<file path="config.mk">
export PLATFORM = sky130hd
export DESIGN_NAME = hit_tracker
export DESIGN_NICKNAME = d
export VERILOG_FILES = /design/src/rtl/hit_tracker_pkg.sv /design/src/rtl/hit_tracker_frame_down_counter.sv /design/src/rtl/hit_tracker.sv
export SDC_FILE = /design/constraint.sdc
export NUM_CORES = 1
export LEC_CHECK = 0
export ABC_AREA = 1
export BUFFER_PORTS_ARGS = -buffer_cell sky130_fd_sc_hd__buf_2
export CAP_MARGIN = 20
export CORE_MARGIN = 5
export CORE_UTILIZATION = 30
export CTS_CLUSTER_DIAMETER = 80
export DETAILED_ROUTE_END_ITERATION = 8
export SKIP_LAST_GASP = 1
export SLEW_MARGIN = 20
export SYNTH_ARGS = -nofsm -noshare
export SYNTH_HDL_FRONTEND = slang
export SYNTH_SLANG_ARGS = --single-unit
</file>
<file path="constraint.sdc">
create_clock -name i_clk -period 3.4 [get_ports i_clk]
set_input_delay 0.34 -clock i_clk [delete_from_list [all_inputs] [get_ports i_clk]]
set_output_delay 0.34 -clock i_clk [all_outputs]
set_load 0.01 [all_outputs]
</file>
<file path="src/rtl/hit_tracker_pkg.sv">
// Shared definitions for the hit tracker.
// Purpose: state encoding of the damage FSM, default game tuning values that
//          the HP display logic also uses, and a small sizing helper.
// Ports:   none (package).
package hit_tracker_pkg;

  // Damage FSM states; the encoding is shared with the HP display logic.
  typedef enum logic [1:0] {
    ALIVE  = 2'd0,
    INVULN = 2'd1,
    DEAD   = 2'd2
  } hit_state_t;

  localparam int unsigned HP_MAX_DEFAULT        = 20;
  localparam int unsigned DAMAGE_DEFAULT        = 4;
  localparam int unsigned INVULN_FRAMES_DEFAULT = 60;
  localparam int unsigned BLINK_FRAMES_DEFAULT  = 4;

  // Bits needed to hold 0..frames-1; never less than one bit.
  function automatic int unsigned cnt_width(input int unsigned frames);
    return (frames > 1) ? $clog2(frames) : 1;
  endfunction

endpackage

</file>
<file path="src/rtl/hit_tracker_frame_down_counter.sv">
// Frame down-counter for the invulnerability window.
// Purpose: loadable down-counter advanced once per frame, with a zero flag and
//          the blink phase derived from the counter's next value so the
//          parent can register its heart-visibility output in step with the
//          state change.
// Ports:
//   clk        in   system clock
//   rst_n      in   async reset, active low
//   clear      in   force count to 0 (restart)
//   load       in   load FRAMES-1 (start of invulnerability)
//   advance    in   end-of-frame step; decrements, holding at 0
//   zero       out  current count is 0
//   hide_next  out  heart hidden for the count value taking effect next edge
module hit_tracker_frame_down_counter
  import hit_tracker_pkg::*;
#(
  parameter int unsigned FRAMES = INVULN_FRAMES_DEFAULT,
  parameter int unsigned BLINK  = BLINK_FRAMES_DEFAULT
) (
  input  logic clk,
  input  logic rst_n,
  input  logic clear,
  input  logic load,
  input  logic advance,
  output logic zero,
  output logic hide_next
);

  localparam int unsigned W = cnt_width(FRAMES);

  logic [W-1:0] count;
  logic [W-1:0] count_d;
  logic [W-1:0] elapsed;

  always_comb begin
    // NOTE: every signal driven here gets a default first, so no path through
    // the block leaves it unassigned and no latch is inferred.
    count_d = count;
    if (clear) begin
      count_d = '0;
    end else if (load) begin
      count_d = W'(FRAMES - 1);
    end else if (advance && (count != '0)) begin
      count_d = count - W'(1);
    end
  end

  always_ff @(posedge clk or negedge rst_n) begin
    // NOTE: sequential state uses non-blocking assignments so every flop
    // samples values from before the edge, independent of statement order.
    if (!rst_n) begin
      count <= '0;
    end else begin
      count <= count_d;
    end
  end

  assign zero = (count == '0);

  // Frames elapsed since the hit; the heart is hidden in even blink periods.
  assign elapsed   = W'(FRAMES - 1) - count_d;
  assign hide_next = ((elapsed / W'(BLINK)) & W'(1)) == '0;

endmodule

</file>
<file path="src/rtl/hit_tracker.sv">
// Hit tracker: turns pixel-level ball/heart overlap into per-frame damage.
// Purpose: latches any ball/heart overlap seen during a frame, applies damage
//          at end of frame, runs an invulnerability window with a blinking
//          heart, and reports game over. All outputs are registered.
// Ports:
//   i_clk        in   system clock
//   i_rst_n      in   async reset, active low
//   i_pix_stb    in   pixel strobe; coverage inputs valid only when high
//   i_animate    in   1-cycle end-of-frame pulse
//   i_heart_on   in   current pixel inside the heart
//   i_ball_on    in   current pixel inside ball k (bit k)
//   i_restart    in   1-cycle restart request
//   o_hp         out  current HP
//   o_hit        out  1-cycle pulse when damage is applied
//   o_invuln     out  high while invulnerable
//   o_heart_vis  out  heart-draw enable (blink gating)
//   o_game_over  out  high when dead
module hit_tracker
  import hit_tracker_pkg::*;
#(
  parameter int unsigned N_BALLS       = 3,
  parameter int unsigned HP_W          = 8,
  parameter int unsigned HP_MAX        = HP_MAX_DEFAULT,
  parameter int unsigned DAMAGE        = DAMAGE_DEFAULT,
  parameter int unsigned INVULN_FRAMES = INVULN_FRAMES_DEFAULT,
  parameter int unsigned BLINK_FRAMES  = BLINK_FRAMES_DEFAULT
) (
  input  logic               i_clk,
  input  logic               i_rst_n,
  input  logic               i_pix_stb,
  input  logic               i_animate,
  input  logic               i_heart_on,
  input  logic [N_BALLS-1:0] i_ball_on,
  input  logic               i_restart,
  output logic [HP_W-1:0]    o_hp,
  output logic               o_hit,
  output logic               o_invuln,
  output logic               o_heart_vis,
  output logic               o_game_over
);

  hit_state_t      state_q, state_d;
  logic [HP_W-1:0] hp_q, hp_d;
  logic            latch_q, latch_d;
  logic            overlap;
  logic            hit_d;
  logic            invuln_d, heart_vis_d, game_over_d;
  logic            cnt_load, cnt_advance, cnt_zero, cnt_hide_next;

  assign overlap = i_pix_stb & i_heart_on & (|i_ball_on);

  // Overlap on the animate cycle itself belongs to the frame that starts there.
  always_comb begin
    latch_d = latch_q | overlap;
    if (i_restart) begin
      latch_d = 1'b0;
    end else if (i_animate) begin
      latch_d = overlap;
    end
  end

  hit_tracker_frame_down_counter #(
    .FRAMES (INVULN_FRAMES),
    .BLINK  (BLINK_FRAMES)
  ) u_frame_down_counter (
    .clk       (i_clk),
    .rst_n     (i_rst_n),
    .clear     (i_restart),
    .load      (cnt_load),
    .advance   (cnt_advance),
    .zero      (cnt_zero),
    .hide_next (cnt_hide_next)
  );

  assign cnt_advance = i_animate & ~i_restart & (state_q == INVULN);

  // Next-state logic: evaluated only at end of frame, restart takes priority.
  always_comb begin
    state_d  = state_q;
    hp_d     = hp_q;
    hit_d    = 1'b0;
    cnt_load = 1'b0;
    if (i_restart) begin
      state_d = ALIVE;
      hp_d    = HP_W'(HP_MAX);
    end else if (i_animate) begin
      case (state_q)
        ALIVE: begin
          if (latch_q) begin
            hit_d = 1'b1;
            // Saturating subtract: a hit that would reach or pass 0 kills.
            if (hp_q <= HP_W'(DAMAGE)) begin
              hp_d    = '0;
              state_d = DEAD;
            end else begin
              hp_d     = hp_q - HP_W'(DAMAGE);
              cnt_load = 1'b1;
              state_d  = INVULN;
            end
          end
        end
        INVULN: begin
          if (cnt_zero) begin
            state_d = ALIVE;
          end
        end
        DEAD: begin
          hp_d = '0;
        end
        default: begin
          state_d = ALIVE;
        end
      endcase
    end
  end

  // Output logic, computed from the next state so the outputs are registered.
  always_comb begin
    invuln_d    = (state_d == INVULN);
    game_over_d = (state_d == DEAD);
    heart_vis_d = (state_d == INVULN) ? ~cnt_hide_next : 1'b1;
  end

  always_ff @(posedge i_clk or negedge i_rst_n) begin
    if (!i_rst_n) begin
      state_q     <= ALIVE;
      hp_q        <= HP_W'(HP_MAX);
      latch_q     <= 1'b0;
      o_hit       <= 1'b0;
      o_invuln    <= 1'b0;
      o_heart_vis <= 1'b1;
      o_game_over <= 1'b0;
    end else begin
      state_q     <= state_d;
      hp_q        <= hp_d;
      latch_q     <= latch_d;
      o_hit       <= hit_d;
      o_invuln    <= invuln_d;
      o_heart_vis <= heart_vis_d;
      o_game_over <= game_over_d;
    end
  end

  assign o_hp = hp_q;

endmodule

</file>
==> out/qor.yml, run 1 <==
outcome: "complete, no violations"
final_core_util: 0.360
setup_viol: 0
die-width_um: 71.4
drt_wl_total_mm: 2.34
r2r-end: "u_frame_down_counter.count[2]$_DFF_PN0_"
dieArea_mm2: 0.00510
highest_layer: "met4"
end_kind: "flop"
dr_wl_met2_mm: 1.03
min_path_type: "in -> async"
layout.nets: 185
dpl.hpwl_mm: 1.80
grt_max_degree: 20
clk_path_buf_depth: 2
cp-start-kind: "flop"
root_buffer: "clkbuf_8"
cts_tree: "yes"
drive_gt1_frac: 0.240
wirelength_met1_mm: 1.16
gp_congestion: 0.880
hold_viol: 0
p_total_uw: 483
vias: 956
syn_area_mm2: 0.00113
io_pins: 21
grt_overflow: 0
initialDrtViolationCount: 35
rr_startpoint: "o_hp[2]$_DFFE_PN1P_"
synthMostInstantiatedCell: "nand2_1"
path_max_fanout: 6
critPathKind: "reg -> reg"
synth-seq-area-share: 0.423
grt_pass1_wl_mm: 4.20
final.setup_skew_ns: 0.00514
fin_crit_ns: 1.66
rrSetupSlack_ns: 1.74
drcViolationCount: 0
postRouteAntennaNets: 0
area_growth_pct: 16.4
wl_per_cell_um: 10.7
synth_top_cell_by_area: "dfrtp_1"
diodes: 0
wl_met3_um: 105
cts_resized: 0
synth-async-reset-ratio: 1.00
die_h_um: 71.4
synth.area.top_cells: "dfrtp_1 (35%), nand2_1 (11%), nor2_1 (7.6%)"
required_ns: 3.56
port_buffers: 18
htreeDepth: 1
grt.total_usage: 0.101
antenna_found_initial: 0
post-route-period-util: 0.489
grt_pass1_vias: 989
dr.pass1.iters: 4
worstPathArrival_ns: 1.82
cts_setup_buffers: 0
worstSkewPairLatency_ns: 0.26
drv_cap: 0
clock-sinks: 19
synth_common_cells: "nand2_1 (34), nor2_1 (23), inv_1 (19), dfrtp_1 (16), nand3_1 (12)"
p_leak_nw: 0.732
yosysUniqueCellTypes: 25
synth-edff-count: 0
yosysTopAreaCellShare: 0.354
max_freq_mhz: 601
hold_buffers: 0
ys.flop_type: "dfrtp_1"
initial_core_util: 0.309
rows: 22
finalMaxSlewViolations: 0
ff2ff_path_depth: 10
core_area_mm2: 0.00366
syn_inst: 150
yosysWarnings: 0
cts_buffers: 3
power_density_mw_per_mm2: 367
rsz0062_at_grt: "no"
path_clk_slew_ns: 0.08
finalSetupTns_ns: 0
viasPerCell: 4.37
peakVddDrop_mv: 0.177
synth_seq_cells: 19
syn_area_per_cell_um2: 7.55
## stage by stage
step                      setup slack, ns  instance area [um^2]  cells  hold WS (ns)
after floorplan                      1.86                  1140    151        0.0444
after global placement               1.81                  1270    215         0.307
after detailed placement             1.74                  1270    215         0.308
after CTS                            1.73                  1320    219        0.0241
after global routing                 1.57                  1320    219        0.0452
final                                1.74                  1320    219        0.0102
## flip-flops by register name (all words and copies together) (netlist names)
register / cells
o_hit: 1
latch_q: 1
o_hp: 6
o_invuln: 1
o_game_over: 1
state_q: 2
o_heart_vis: 1
u_frame_down_counter.count: 6
## report_power, final
| group | total [mW] | leakage, nW | internal (mW) | switching, mW |
|---|---|---|---|---|
| clock network | 0.160 | 0.0255 | 0.0815 | 0.0783 |
| registers | 0.245 | 0.253 | 0.236 | 0.00842 |
| logic | 0.0786 | 0.454 | 0.0277 | 0.0508 |
## cell type report
cell class,count,area [um^2]
fill,383,2340
sequential,19,479
multi-input combinational,109,561
clock inverter,1,5.00
timing repair buffer,18,90.1
tap,48,60.1
clock buffer,3,41.3
inverter,21,81.3
## cells by family (layout without fill, tap and decap cells)
| group | Yosys count | after routing | share of synthesized area |
|---|---|---|---|
| flops | 19 | 19 | 0.423 |
| simple gates | 87 | 87 | 0.367 |
| compound gates | 15 | 15 | 0.0696 |
| fa+ha+maj | 4 | 4 | 0.0442 |
| other cells | 1 | 2 | 0.00331 |
| xor+xnor | 1 | 1 | 0.00774 |
| buf+inv | 23 | 43 | 0.0851 |
## metal layers
metal | vias up | GRT usage
met5 | - | 0
met3 | 4 | 0.0182
met2 | 20 | 0.163
met1 | 424 | 0.131
met4 | 0 | 0.0438
li1 | 508 | -
## worst max path at each step
stage | from | end | slack, ns | depth (start not counted)
after floorplan | o_hp[2]$_DFFE_PN1P_ | u_frame_down_counter.count[2]$_DFF_PN0_ | 1.86 | 10
after global placement | o_hp[2]$_DFFE_PN1P_ | u_frame_down_counter.count[2]$_DFF_PN0_ | 1.81 | 10
after detailed placement | o_hp[2]$_DFFE_PN1P_ | u_frame_down_counter.count[2]$_DFF_PN0_ | 1.74 | 10
after CTS | o_hp[2]$_DFFE_PN1P_ | u_frame_down_counter.count[2]$_DFF_PN0_ | 1.73 | 10
after global routing | o_hp[2]$_DFFE_PN1P_ | u_frame_down_counter.count[2]$_DFF_PN0_ | 1.57 | 10
final | o_hp[2]$_DFFE_PN1P_ | u_frame_down_counter.count[2]$_DFF_PN0_ | 1.74 | 10
## worst max-delay path: stages, from the launching register on
cell and delay, ns:
dfstp_2 0.58, inv_1 0.06, ha_1 0.20, inv_1 0.09, nand2_1 0.05, nand3_1 0.16
nand2_1 0.15, nand2_1 0.09, inv_1 0.05, nand2_1 0.09, inv_1 0.05
## cell usage in the layout, fill, tap and decap left out, drive strengths merged
| cell | n |
|---|---|
| a21oi | 5 |
| nand2 | 39 |
| ha | 4 |
| conb | 2 |
| o21ai | 10 |
| nand3 | 14 |
| nor3 | 2 |
| clkbuf | 3 |
| buf | 18 |
| dfstp | 3 |
| dfrtp | 16 |
| nand3b | 1 |
| inv | 21 |
| nor2 | 29 |
| xor2 | 1 |
| nand4 | 2 |
| clkinv | 1 |
(Power assumes the default switching activity.)
==> run 2: changes to the inputs <==
- clock period: 3.4 -> 1.48 ns (I/O delays scaled with it)
==> out/qor.yml, run 2 (synthesis gave the netlist of run 1 again) <==
outcome: "complete, no violations"
setup_viol: 0  # unchanged
initial_core_util: 0.309  # unchanged
final_core_util: 0.400  # +0.0403
fin_cells: 225  # +2.7%
gp_congestion: 0.856  # -2.7%
layout_commonest_cell: "nand2_1"
area_growth_pct: 29.4
dr.pass1.iters: 4  # unchanged
cp-start-kind: "flop"
io_pins: 21  # unchanged
clk_path_buf_depth: 2  # unchanged
diodes: 0  # unchanged
nFillCells: 377  # -1.6%
cts_tree: "yes"
power.switching_uw: 349  # +150%
core_area_mm2: 0.00366  # unchanged
worstSkewPairLatency_ns: 0.26  # about the same
dieArea_mm2: 0.00510  # unchanged
p_total_mw: 1.17  # +140%
path_clk_slew_ns: 0.08  # about the same
grt_pass1_vias: 935  # -5.5%
pwr-share-clk: 0.319  # -0.012
grt.total_usage: 0.102  # +0.00146
max_freq_mhz: 692  # +15%
layout_common_cells: "nand2_1 (28), nor2_1 (19), buf_2 (18), dfrtp_1 (16), inv_1 (12)"
power_density_mw_per_mm2: 799  # +120%
min_path_type: "in -> reg"
finalMaxSlewViolations: 0  # unchanged
p_leak_nw: 0.767  # +4.8%
drcViolationCount: 0  # unchanged
grt_pass1_wl_mm: 4.22  # +0.48%
path_max_fanout: 5  # -1
layout.nets: 191  # +3.2%
cts_buffers: 3  # unchanged
drive_gt1_frac: 0.395  # +0.156
critPathKind: "reg -> reg"
peakVddDrop_mv: 0.419  # +140%
antenna_found_initial: 0  # unchanged
postRouteAntennaNets: 0  # unchanged
register_area_um2: 479  # unchanged
end_kind: "flop"
grt_max_degree: 20  # unchanged
rsz0062_at_grt: "yes"
placedCellCount: 217  # +0.93%
dpl.hpwl_mm: 1.84  # +2.0%
multi_input_area_um2: 667  # +19%
post-route-period-util: 0.976  # +0.487
grt_overflow: 0  # unchanged
intPower_uw: 821  # +140%
rows: 22  # unchanged
p_sw_frac: 0.298  # +0.0134
drt_wl_total_mm: 2.59  # +11%
hold_viol: 0  # unchanged
root_buffer: "clkbuf_8"
clock-sinks: 19  # unchanged
initialDrtViolationCount: 41  # +17%
wl_per_cell_um: 11.5  # +7.6%
vias: 990  # +3.6%
die-width_um: 71.4  # unchanged
drv_cap: 0  # unchanged
viasPerCell: 4.40  # +0.79%
port_buffers: 18  # unchanged
final.setup_skew_ns: 0.00506  # -0.0000738 ns
htreeDepth: 1  # unchanged
die_h_um: 71.4  # unchanged
required_ns: 1.63  # -1.93 ns
worstPathArrival_ns: 1.59  # -0.23 ns
p_comb_frac: 0.201  # +0.038
p_seq_frac: 0.481  # -0.026
fin_crit_ns: 1.44  # -0.219 ns
## run 2: changes by cell type in the layout (fill, tap and decap cells not counted), sizes merged
| cell | previous run | this run |
|---|---|---|
| dlygate4sd3 | 0 | 1 |
| buf | 18 | 22 |
| clkinv | 1 | 0 |
| nand2 | 39 | 40 |
| clkbuf | 3 | 4 |
## run 2: worst max-delay path, stage by stage (launching register included)
cell and delay, ns:
dfstp_2 0.57, inv_2 0.05, ha_4 0.15, inv_2 0.05, nand2_2 0.06, nand3_4 0.12
nand2_4 0.09, nand2_2 0.09, inv_2 0.05, nand3_2 0.05, nand2_1 0.05
## run 2: through the flow
stage                     worst slack, ns  hold WS (ns)  area [um^2]   TNS, ns
after global placement           -0.00774         0.120         1290  -0.00774
after floorplan                    0.0183        -0.148         1140         0
final                              0.0356         0.154         1470         0
after detailed placement          -0.0407         0.119         1290   -0.0469
after CTS                         -0.0179         0.159         1380   -0.0491
after global routing              -0.0541         0.161         1470    -0.243
## run 2: power by group through the flow
stage	Clock (mW)	Combinational (mW)	Sequential (mW)
global placement	0	0.194	0.571
detailed placement	0	0.193	0.571
CTS	0.377	0.208	0.561
finish	0.373	0.235	0.563
floorplan	0	0.126	0.574
global route	0.406	0.263	0.567
## run 2: final cells by class
cell class                      instances  share of cell area
Inverter                               21              0.0572
Timing Repair Buffer                   23              0.0888
Sequential cell                        19               0.327
Clock buffer                            4              0.0307
Multi-Input combinational cell        110               0.455
Tap cell                               48              0.0410
## run 2: metal layers
layer / share of wire / global-route usage / vias to the layer above
met2: 0.48 / 0.155 / 18
met1: 0.48 / 0.146 / 445
met3: 0.031 / 0.0168 / 4
met4: 0.015 / 0.0376 / 0
li1: - / - / 523
met5: 0 / 0 / -
## run 2: repair_timing
| item | 4_1_cts | 5_1_grt |
|---|---|---|
| endpoints found under the setup margin | 3 | 15 |
| resized for setup | 6 | 28 |
| hold endpoints to repair | 16 | 0 |
| gates cloned | 0 | 1 |
| buffers inserted | 2 | 0 |
| hold buffers | 1 | 0 |
| pin swaps | 2 | 14 |
## run 2: worst paths after layout
| path | startpoint | endpoint | slack [ns] | depth (start not counted) |
|---|---|---|---|---|
| setup / recovery | o_hp[2]$_DFFE_PN1P_ | u_frame_down_counter.count[3]$_DFFE_PN0P_ | 0.04 | 10 |
| hold / removal | i_ball_on[2] | latch_q$_DFF_PN0_ | 0.15 | 3 |
| setup reg to reg | o_hp[2]$_DFFE_PN1P_ | u_frame_down_counter.count[3]$_DFFE_PN0P_ | 0.04 | 10 |
| hold reg to reg | latch_q$_DFF_PN0_ | latch_q$_DFF_PN0_ | 0.54 | 2 |
| max in group asynchronous | i_rst_n | o_heart_vis$_DFF_PN1_ | 0.79 | 2 |
| min in group asynchronous | i_rst_n | o_hp[5]$_DFFE_PN0P_ | 0.36 | 2 |
==> run 3: changes to the inputs <==
- CORE_UTILIZATION: 30 -> 49
- PLACE_DENSITY: not set -> 0.75
- SLEW_MARGIN: 20 -> 15
==> out/qor.yml, run 3 (synthesis gave the netlist of run 1 again) <==
cp-start-kind: "flop"
dr.pass1.iters: 4  # unchanged
power_density_mw_per_mm2: 763  # -4.4%
worstPathArrival_ns: 1.72  # +0.13 ns
grt_overflow: 0  # unchanged
layout_commonest_cell: "nand2_1"
postRouteAntennaNets: 0  # unchanged
power.switching_uw: 319  # -8.5%
critPathMaxStageDelay_ns: 0.59  # +0.02 ns
path_cells: "inv_2, ha_4, inv_2, nand2_2, nand3_4, nor2_2, nor2_2, nand2_2, inv_2, nand2_2"
critPathBufInv: 3  # unchanged
hold_end: "latch_q$_DFF_PN0_"
layout_common_cells: "nand2_1 (30), nor2_1 (21), buf_2 (18), dfrtp_1 (16)"
critPathSlowestCell: "dfstp_2"
wl_per_cell_um: 12.5  # +8.3%
path_clk_slew_ns: 0.11  # +0.03 ns
rr_startpoint: "o_hp[2]$_DFFE_PN1P_"
drt_wl_total_mm: 2.57  # -0.85%
grt_pass1_wl_mm: 4.01  # -4.9%
peakVddDrop_mv: 0.654  # +56%
min_path_type: "in -> reg"
diodes: 0  # unchanged
worstHoldStart: "i_ball_on[2]"
worst-path-stages: 10  # unchanged
ff2ff_path_depth: 10  # unchanged
grt.total_usage: 0.158  # +0.0560
drive_gt1_frac: 0.360  # -0.0359
initialDrtViolationCount: 47  # +15%
initial_core_util: 0.512  # +0.203
cts_tree: "yes"
crit_path_start: "o_hp[2]$_DFFE_PN1P_"
r2r-end: "o_heart_vis$_DFF_PN1_"
p_seq_frac: 0.534  # +0.053
worstSkewPairLatency_ns: 0.30  # +0.04 ns
antenna_found_initial: 0  # unchanged
grt_max_degree: 20  # unchanged
clock-sinks: 19  # unchanged
io_pins: 21  # unchanged
cts_buffers: 3  # unchanged
viasPerCell: 5.09  # +16%
drcViolationCount: 0  # unchanged
p_sw_frac: 0.302  # +0.00376
fin_hold_ws_ns: 0.127  # -0.0273 ns
post-route-period-util: 0.997  # +0.0215
port_buffers: 18  # unchanged
hold_viol: 0  # unchanged
rows: 17  # -23%
critPathKind: "reg -> reg"
final_core_util: 0.626  # +0.226
p_total_mw: 1.06  # -9.7%
setup_viol: 0  # unchanged
die-width_um: 58.1  # -19%
pwr-share-clk: 0.248  # -0.071
nFillCells: 190  # -50%
dpl.hpwl_mm: 1.83  # -0.36%
required_ns: 1.72  # +0.09 ns
die_h_um: 58.1  # -19%
area_growth_pct: 22.3
htreeDepth: 1  # unchanged
grt_pass1_vias: 974  # +4.2%
clk_path_buf_depth: 2  # unchanged
final.setup_skew_ns: 0.00832  # +0.00325 ns
cp_top_family: "flip-flops"
rrSetupSlack_ns: 0.004  # -0.03 ns
rsz0062_at_grt: "yes"
dieArea_mm2: 0.00337  # -34%
p_leak_nw: 0.750  # -2.2%
finalSetupTns_ns: 0  # unchanged
dpl-instance-area_mm2: 0.00127  # -1.9%
p_comb_frac: 0.218  # +0.017
drv_cap: 0  # unchanged
layout.nets: 192  # +0.52%
end_kind: "flop"
root_buffer: "clkbuf_4"
vias: 1049  # +6.0%
whs_path_depth: 3  # unchanged
outcome: "complete, no violations"
max_freq_mhz: 677  # -2.2%
final_cell_area_mm2: 0.00139  # -5.5%
gp_congestion: 0.841  # -1.7%
core_area_mm2: 0.00221  # -40%
intPower_uw: 738  # -10%
fin_crit_ns: 1.48  # +0.0319 ns
finalMaxSlewViolations: 0  # unchanged
path_max_fanout: 5  # unchanged
## run 3: cell types whose count changed in the layout (fill, tap and decap cells not counted), moves of 2 or more
cell | before | now
clkbuf_8 | 3 | 0
o21ai_2 | 3 | 1
inv_2 | 7 | 9
nand2_1 | 28 | 30
nand2_2 | 7 | 5
nor2_4 | 3 | 1
clkbuf_4 | 0 | 3
o21ai_0 | 2 | 4
nand3_1 | 9 | 11
buf_4 | 4 | 6
nand3_2 | 3 | 1
nor2_1 | 19 | 21
## run 3: layout make-up
type,instances,area (um^2),share of cell area
timing repair buffer,25,145,0.105
tap,28,35.0,0.0253
sequential,19,479,0.346
clock buffer,4,26.3,0.0190
multi-input combinational,109,618,0.446
inverter,21,81.3,0.0587
## run 3: timing repair
action	4_1_cts	5_1_grt
gates resized for setup	6	15
setup buffers	1	3
hold endpoints to repair	16	0
pin swaps	2	9
setup endpoints to repair	7	14
hold buffers	1	0
## run 3: worst max-delay path by stage
| stage | endpoint | slack [ns] |
|---|---|---|
| floorplan | u_frame_down_counter.count[2]$_DFF_PN0_ | 0.02 |
| global placement | o_heart_vis$_DFF_PN1_ | 0.02 |
| detailed placement | u_frame_down_counter.count[2]$_DFF_PN0_ | -0.04 |
| CTS | u_frame_down_counter.count[3]$_DFFE_PN0P_ | -0.008 |
| global route | o_hp[6]$_DFFE_PN0P_ | -0.09 |
| finish | o_heart_vis$_DFF_PN1_ | 0.004 |
## run 3: power groups by stage
stage	registers [mW]	logic (mW)	clock network [mW]
finish	0.564	0.231	0.262
detailed placement	0.572	0.191	0
global placement	0.570	0.186	0
floorplan	0.574	0.126	0
global route	0.567	0.258	0.304
CTS	0.562	0.207	0.270
## run 3: stage by stage
stage	setup slack, ns	instances
2_1_floorplan	0.0183	151
3_3_place_gp	0.0170	197
3_5_place_dp	-0.0421	197
4_1_cts	-0.00757	203
5_1_grt	-0.0866	206
6_report	0.00373	206
## run 3: routing by layer
layer	track usage	vias to the layer above	part of all wire
met5	0	-	0
met1	0.178	483	0.40
met4	0.0927	0	0.026
met3	0.0312	7	0.053
li1	-	523	-
met2	0.276	36	0.52
## run 3: worst reg2reg max path, delay by kind of cell, from the launching register on
family / cells / cell delay, ns
AND/OR/NAND/NOR: 6 / 0.48
flip-flops: 1 / 0.59
adder cells (fa/ha/maj): 1 / 0.16
buffers and inverters: 3 / 0.18
